**config.mk**
```make
export PLATFORM = sky130hd
export DESIGN_NAME = ebr_block_reader
export DESIGN_NICKNAME = d
export VERILOG_FILES = /design/src/rtl/ebr_block_reader.sv
export SDC_FILE = /design/constraint.sdc
export NUM_CORES = 1
export LEC_CHECK = 0
export CAP_MARGIN = 20
export CORE_MARGIN = 3
export CORE_UTILIZATION = 58
export CTS_CLUSTER_DIAMETER = 80
export CTS_CLUSTER_SIZE = 8
export DETAILED_ROUTE_END_ITERATION = 12
export PLACE_DENSITY = 0.92
export SLEW_MARGIN = 30
export SYNTH_ARGS = -nofsm -noshare
export SYNTH_HDL_FRONTEND = slang
export SYNTH_SLANG_ARGS = --single-unit
```
**constraint.sdc**
```tcl
create_clock -name clk -period 5.6 [get_ports clk]
set_input_delay 1.4 -clock clk [delete_from_list [all_inputs] [get_ports clk]]
set_output_delay 1.4 -clock clk [all_outputs]
set_load 0.05 [all_outputs]
```
**src/rtl/ebr_block_reader.sv**
```systemverilog
`default_nettype none
// ============================================================================
//  Module   : ebr_block_reader
//  Purpose  : Reads one 8-line pixel strip out of the dual-port EBR line
//             buffer and re-orders it into 8x8 blocks (block order, raster
//             order inside each block) on a valid/ready stream for the DCT.
//             Absorbs the EBR's 1-cycle read latency with a 2-entry skid
//             FIFO and a credit check so no sample is lost or duplicated.
//  Revision : 1.0  initial release
// ============================================================================
module ebr_block_reader #(
    parameter int ADDR_WIDTH  = 9,
    parameter int DATA_WIDTH  = 8,
    parameter int IMAGE_WIDTH = 64
) (
    input  logic                  clk,
    input  logic                  reset_n,
    input  logic                  strip_valid,
    output logic                  strip_done,
    output logic [ADDR_WIDTH-1:0] raddr,
    input  logic [DATA_WIDTH-1:0] rdata,
    output logic [DATA_WIDTH-1:0] dout,
    output logic                  dout_valid,
    input  logic                  dout_ready,
    output logic                  dout_last,
    output logic                  dout_last_block
);

    // Controller states
    localparam logic [1:0] c_st_idle  = 2'd0;
    localparam logic [1:0] c_st_read  = 2'd1;
    localparam logic [1:0] c_st_drain = 2'd2;

    // Distance between strip rows in the EBR, and the index of the last block
    localparam logic [ADDR_WIDTH-1:0] c_row_stride = ADDR_WIDTH'(IMAGE_WIDTH);
    localparam logic [ADDR_WIDTH-1:0] c_blk_max    = ADDR_WIDTH'(IMAGE_WIDTH / 8 - 1);

    // Controller and address counters; the counters always describe the
    // address currently presented on raddr.
    logic [1:0]            r_state;
    logic [ADDR_WIDTH-1:0] r_blk;
    logic [2:0]            r_row;
    logic [2:0]            r_col;
    logic [ADDR_WIDTH-1:0] r_raddr;
    logic                  r_strip_done;

    // Read tracking: flags ride with the read while rdata is in flight
    logic                  r_in_flight;
    logic                  r_if_last;
    logic                  r_if_last_block;

    // Two-entry skid FIFO (head drives the outputs directly)
    logic [1:0]            r_count;
    logic [DATA_WIDTH-1:0] r_head_data;
    logic                  r_head_last;
    logic                  r_head_last_block;
    logic [DATA_WIDTH-1:0] r_tail_data;
    logic                  r_tail_last;
    logic                  r_tail_last_block;

    logic                  w_pop;
    logic                  w_push;
    logic                  w_credit;
    logic                  w_issue;
    logic [2:0]            w_occupancy;
    logic                  w_is_last;
    logic                  w_is_last_block;
    logic                  w_is_final;
    logic                  w_final_pop;
    logic                  w_col_wrap;
    logic                  w_row_wrap;
    logic [2:0]            w_col_nxt;
    logic [2:0]            w_row_nxt;
    logic [ADDR_WIDTH-1:0] w_blk_nxt;

    // EBR address of a (block, row, column) position in the raster strip
    function automatic logic [ADDR_WIDTH-1:0] f_addr(
        input logic [ADDR_WIDTH-1:0] blk,
        input logic [2:0]            row,
        input logic [2:0]            col
    );
        return (ADDR_WIDTH'(row) * c_row_stride) + (blk << 3) + ADDR_WIDTH'(col);
    endfunction

    assign w_pop  = dout_valid & dout_ready;
    assign w_push = r_in_flight;

    // Slots already committed (stored + in flight) must stay below 2 after
    // this cycle's pop, otherwise the returning read would have nowhere to go.
    assign w_occupancy = {1'b0, r_count} + {2'b00, r_in_flight};
    assign w_credit    = w_occupancy < (3'd2 + {2'b00, w_pop});
    assign w_issue     = (r_state == c_st_read) & w_credit;

    assign w_is_last       = (r_col == 3'd7) & (r_row == 3'd7);
    assign w_is_last_block = (r_blk == c_blk_max);
    assign w_is_final      = w_is_last & w_is_last_block;

    // Column fastest, then row, then block; wraps to 0 after the final address
    assign w_col_wrap = (r_col == 3'd7);
    assign w_row_wrap = w_col_wrap & (r_row == 3'd7);
    assign w_col_nxt  = r_col + 3'd1;
    assign w_row_nxt  = w_col_wrap ? (r_row + 3'd1) : r_row;
    assign w_blk_nxt  = w_row_wrap ? (w_is_last_block ? '0 : r_blk + 1'b1) : r_blk;

    // The final sample of the strip is the only one carrying both flags
    assign w_final_pop = (r_state == c_st_drain) & w_pop & r_head_last & r_head_last_block;

    // Controller: start on strip_valid, issue reads, then wait for the drain
    always_ff @(posedge clk) begin
        if (!reset_n) begin
            r_state      <= c_st_idle;
            r_blk        <= '0;
            r_row        <= '0;
            r_col        <= '0;
            r_raddr      <= '0;
            r_strip_done <= 1'b0;
        end else begin
            r_strip_done <= 1'b0;
            case (r_state)
                c_st_idle: begin
                    if (strip_valid) begin
                        r_state <= c_st_read;
                        r_blk   <= '0;
                        r_row   <= '0;
                        r_col   <= '0;
                        r_raddr <= '0;
                    end
                end
                c_st_read: begin
                    if (w_issue) begin
                        r_blk   <= w_blk_nxt;
                        r_row   <= w_row_nxt;
                        r_col   <= w_col_nxt;
                        r_raddr <= f_addr(w_blk_nxt, w_row_nxt, w_col_nxt);
                        if (w_is_final) begin
                            r_state <= c_st_drain;
                        end
                    end
                end
                c_st_drain: begin
                    if (w_final_pop) begin
                        r_state      <= c_st_idle;
                        r_strip_done <= 1'b1;
                    end
                end
                default: begin
                    r_state <= c_st_idle;
                end
            endcase
        end
    end

    // Mark the cycle in which rdata answers an issued address, with its flags
    always_ff @(posedge clk) begin
        if (!reset_n) begin
            r_in_flight     <= 1'b0;
            r_if_last       <= 1'b0;
            r_if_last_block <= 1'b0;
        end else begin
            r_in_flight <= w_issue;
            if (w_issue) begin
                r_if_last       <= w_is_last;
                r_if_last_block <= w_is_last_block;
            end
        end
    end

    // Skid FIFO: head only changes when it is popped or the FIFO is empty
    always_ff @(posedge clk) begin
        if (!reset_n) begin
            r_count           <= 2'd0;
            r_head_data       <= '0;
            r_head_last       <= 1'b0;
            r_head_last_block <= 1'b0;
            r_tail_data       <= '0;
            r_tail_last       <= 1'b0;
            r_tail_last_block <= 1'b0;
        end else begin
            case ({w_push, w_pop})
                2'b10: begin
                    if (r_count == 2'd0) begin
                        r_head_data       <= rdata;
                        r_head_last       <= r_if_last;
                        r_head_last_block <= r_if_last_block;
                    end else begin
                        r_tail_data       <= rdata;
                        r_tail_last       <= r_if_last;
                        r_tail_last_block <= r_if_last_block;
                    end
                    r_count <= r_count + 2'd1;
                end
                2'b01: begin
                    r_head_data       <= r_tail_data;
                    r_head_last       <= r_tail_last;
                    r_head_last_block <= r_tail_last_block;
                    r_count           <= r_count - 2'd1;
                end
                2'b11: begin
                    if (r_count == 2'd1) begin
                        r_head_data       <= rdata;
                        r_head_last       <= r_if_last;
                        r_head_last_block <= r_if_last_block;
                    end else begin
                        r_head_data       <= r_tail_data;
                        r_head_last       <= r_tail_last;
                        r_head_last_block <= r_tail_last_block;
                        r_tail_data       <= rdata;
                        r_tail_last       <= r_if_last;
                        r_tail_last_block <= r_if_last_block;
                    end
                end
                default: begin
                end
            endcase
        end
    end

    assign raddr           = r_raddr;
    assign strip_done      = r_strip_done;
    assign dout            = r_head_data;
    assign dout_last       = r_head_last;
    assign dout_last_block = r_head_last_block;
    assign dout_valid      = (r_count != 2'd0);

endmodule
`default_nettype wire

```
==> results.ini <==
[yosys]
synth-simple-area-share_pct=16.4
synthTopCellsByCount=46 x dfxtp_1, 38 x nor2_1, 14 x mux2i_1, 13 x ha_1, 12 x a211oi_1
synth_flop_cell=dfxtp_1
synth_top_family_by_area=compound AO/OA/AOI/OAI gates
syn_nets=272
synth.avg_cell_area_um2=9.25
ys_ff_latch=46
synthMuxAreaShare_pct=6.16
synth_area_mm2=0.00227
ys_async_sr_fraction_pct=0
yosysTopAreaCellShare_pct=40.5
synth_cells=246
synth_compound_area_share_pct=22.0
synth.most_common_cell=dfxtp_1
yosysTopAreaCell=dfxtp_1
ys_seq_area_share_pct=40.5
yosysUniqueCellTypes=47
synth_edf_count=0
synth_area_leaders=dfxtp_1 40%, ha_1 7.2%, nor2_1 6.3%, mux2i_1 6.2%, a211oi_1 4.0%
synthAdderAreaFrac_pct=8.03
ys_warn_count=0
synth_xor_area_share_pct=2.31

[drt]
first_pass_iters=4
drt-wirelength-per-cell_um=15.5
drtAntennaViolNets=0
wirelength_um=5010
routed-wl-met2_um=2490
vias=1921
top_layer_used=met4
viasPerCell=5.95
drtIter0Drc=133
wl_met3_um=228
drc=0
drt-met1-wl_um=2200

[clocking]
path_clk_slew_ns=0.09
cts.sinks=46
cts_buffers=5
post_cts_buffers=0
cts_tree=yes
cts_buffer_depth=2
h-tree-depth=2
cts.repair.resized=0
clkLatencyLatePin_ns=0.31
cts_root_buf=clkbuf_8
cts_hold_buf=0

[global_routing]
grt.total_usage_pct=23.4
grt_start_max_net_pins=35
antenna_found_initial=0
grt_overflow=0
grt_pass1_vias=1834
grt_pass1_wl_um=8240

[critical_path]
crit_required_ns=5.80
worstSetupStartpointType=primary input
critPathCaptureType=flip-flop
crit_path_max_fanout=5
r2r_cells=9
path_class=in -> reg
crit_arrival_ns=3.55

[worst_hold_path]
hp-class=reg -> reg
holdPathStages=1

[finish]
drive_above_1_share_pct=7.64
num_antenna_cells=0
fin_util_pct=72.7
final_area_mm2=0.00270
fillCellCount=287
area_delta_synth_final_pct=18.8
finalNetCount=300

[timing]
slew_headroom_pct=48.3
rsz0062_at_grt=false
holdWs_ns=0.472
finalCritPeriodShare_pct=59.9
slew_viol_final=0
finalCriticalPeriod_ns=3.35
clock_skew_ns=0.00735
fin_ws_ns=2.25
fmax_mhz=298
hold_viol=0
setup-tns-final_ns=0
finalSetupViolCount=0
worst_slew_pin_slew_ns=0.775

[placement]
dpl_cell_area_mm2=0.00261
place_ws_ns=1.98
hpwl_um=3490
gp_congestion=0.812
place.port_buffers=32

[floorplan]
dieWidth_um=68.6
die_y_um=68.6
rows=22
initial_core_util_pct=61.2
core_area_mm2=0.00372
io_pins=33
dieArea_mm2=0.00471

[status]
status=finished clean

[power]
leakagePower_nw=1.09
power_density_mw_per_mm2=389
ir_drop_uv=197

[flow_run]
maxCapViolCount=0

## layout by cell type, fill, tap and decap left out, types with 2 or more instances in the layout
cell type        Yosys  final
a22o_1               3      3
nor3_1               3      3
a21o_1               4      4
a21oi_2              3      3
xor2_1               5      5
nor2_1              38     38
ha_1                13     13
inv_1               10     10
a21oi_1             10     10
nand3_1              5      5
a22oi_1             10     10
a311oi_1             2      2
nor4_1               2      2
o21ai_0              5      4
clkbuf_8             0      5
mux2i_1             14     14
clkdlybuf4s50_1      0     32
nand3b_1             2      2
buf_2                0      2
a211o_1              3      3
nand2b_1             3      3
nand2_1             10     10
a211oi_1            12     12
nor2b_1              2      2
o2bb2ai_1            2      2
and2_1               2      2
a31oi_1              4      4
dfxtp_1             46     46
## path summary, 6_finish.rpt
kind / start / endpoint / slack [ns]
min: raddr[8] / raddr[8] / 0.47
max: dout_ready / r_tail_data[0] / 2.25
max reg2reg: r_col[0] / raddr[8] / 2.73
min reg2reg: raddr[8] / raddr[8] / 0.47
## state kept, by name (all words and copies together) (netlist names)
name,cells
dout,8
dout_last,1
dout_last_block,1
r_blk,9
r_col,2
r_count,2
r_if_last,1
r_if_last_block,1
r_in_flight,1
r_row,3
r_state,2
r_tail_data,8
r_tail_last,1
r_tail_last_block,1
raddr,4
strip_done,1
## worst max-delay path, cell delays in order
cell and delay [ns]:
clkdlybuf4s50_1 0.47, nor2b_1 0.29, inv_1 0.13, ha_1 0.22, o211ai_1 0.32, buf_2 0.26, buf_2 0.20, mux2i_1 0.20
nor2_1 0.05
## where the power goes
group	total, W	internal [W]	switching (W)	leakage, nW
Combinational	0.000441	0.000155	0.000286	0.673
Clock	0.000206	0.0000878	0.000118	0.0441
Sequential	0.000403	0.000374	0.0000290	0.374
Total	0.00105	0.000617	0.000433	1.09
## kinds of logic after synthesis
logic type	count (synthesis)
fa+ha+maj	14
mux	14
simple gates	75
xor+xnor	6
buf+inv	25
compound gates	66
flops	46
## layout make-up
cell class                      instances  area [um2]  share of cell area (%)
Timing Repair Buffer                   35         338                    12.5
Clock buffer                            5        68.8                    2.55
Inverter                               11        41.3                    1.53
Clock inverter                          3        21.3                   0.787
Multi-Input combinational cell        175        1250                    46.3
Tap cell                               48        60.1                    2.22
Sequential cell                        46         921                    34.1
## per-stage QoR
step	std cells	power [W]
floorplan	246	0.000724
global placement	313	0.000835
detailed placement	315	0.000850
CTS	323	0.00106
global route	323	0.00111
finish	323	0.00105
## per-layer routing
layer | track usage, % | up-vias
met5 | 0 | -
met4 | 9.18 | 0
met3 | 6.16 | 9
met2 | 39.0 | 50
met1 | 28.7 | 918
li1 | - | 944
Note: power is estimated with default switching activity, not from simulation.
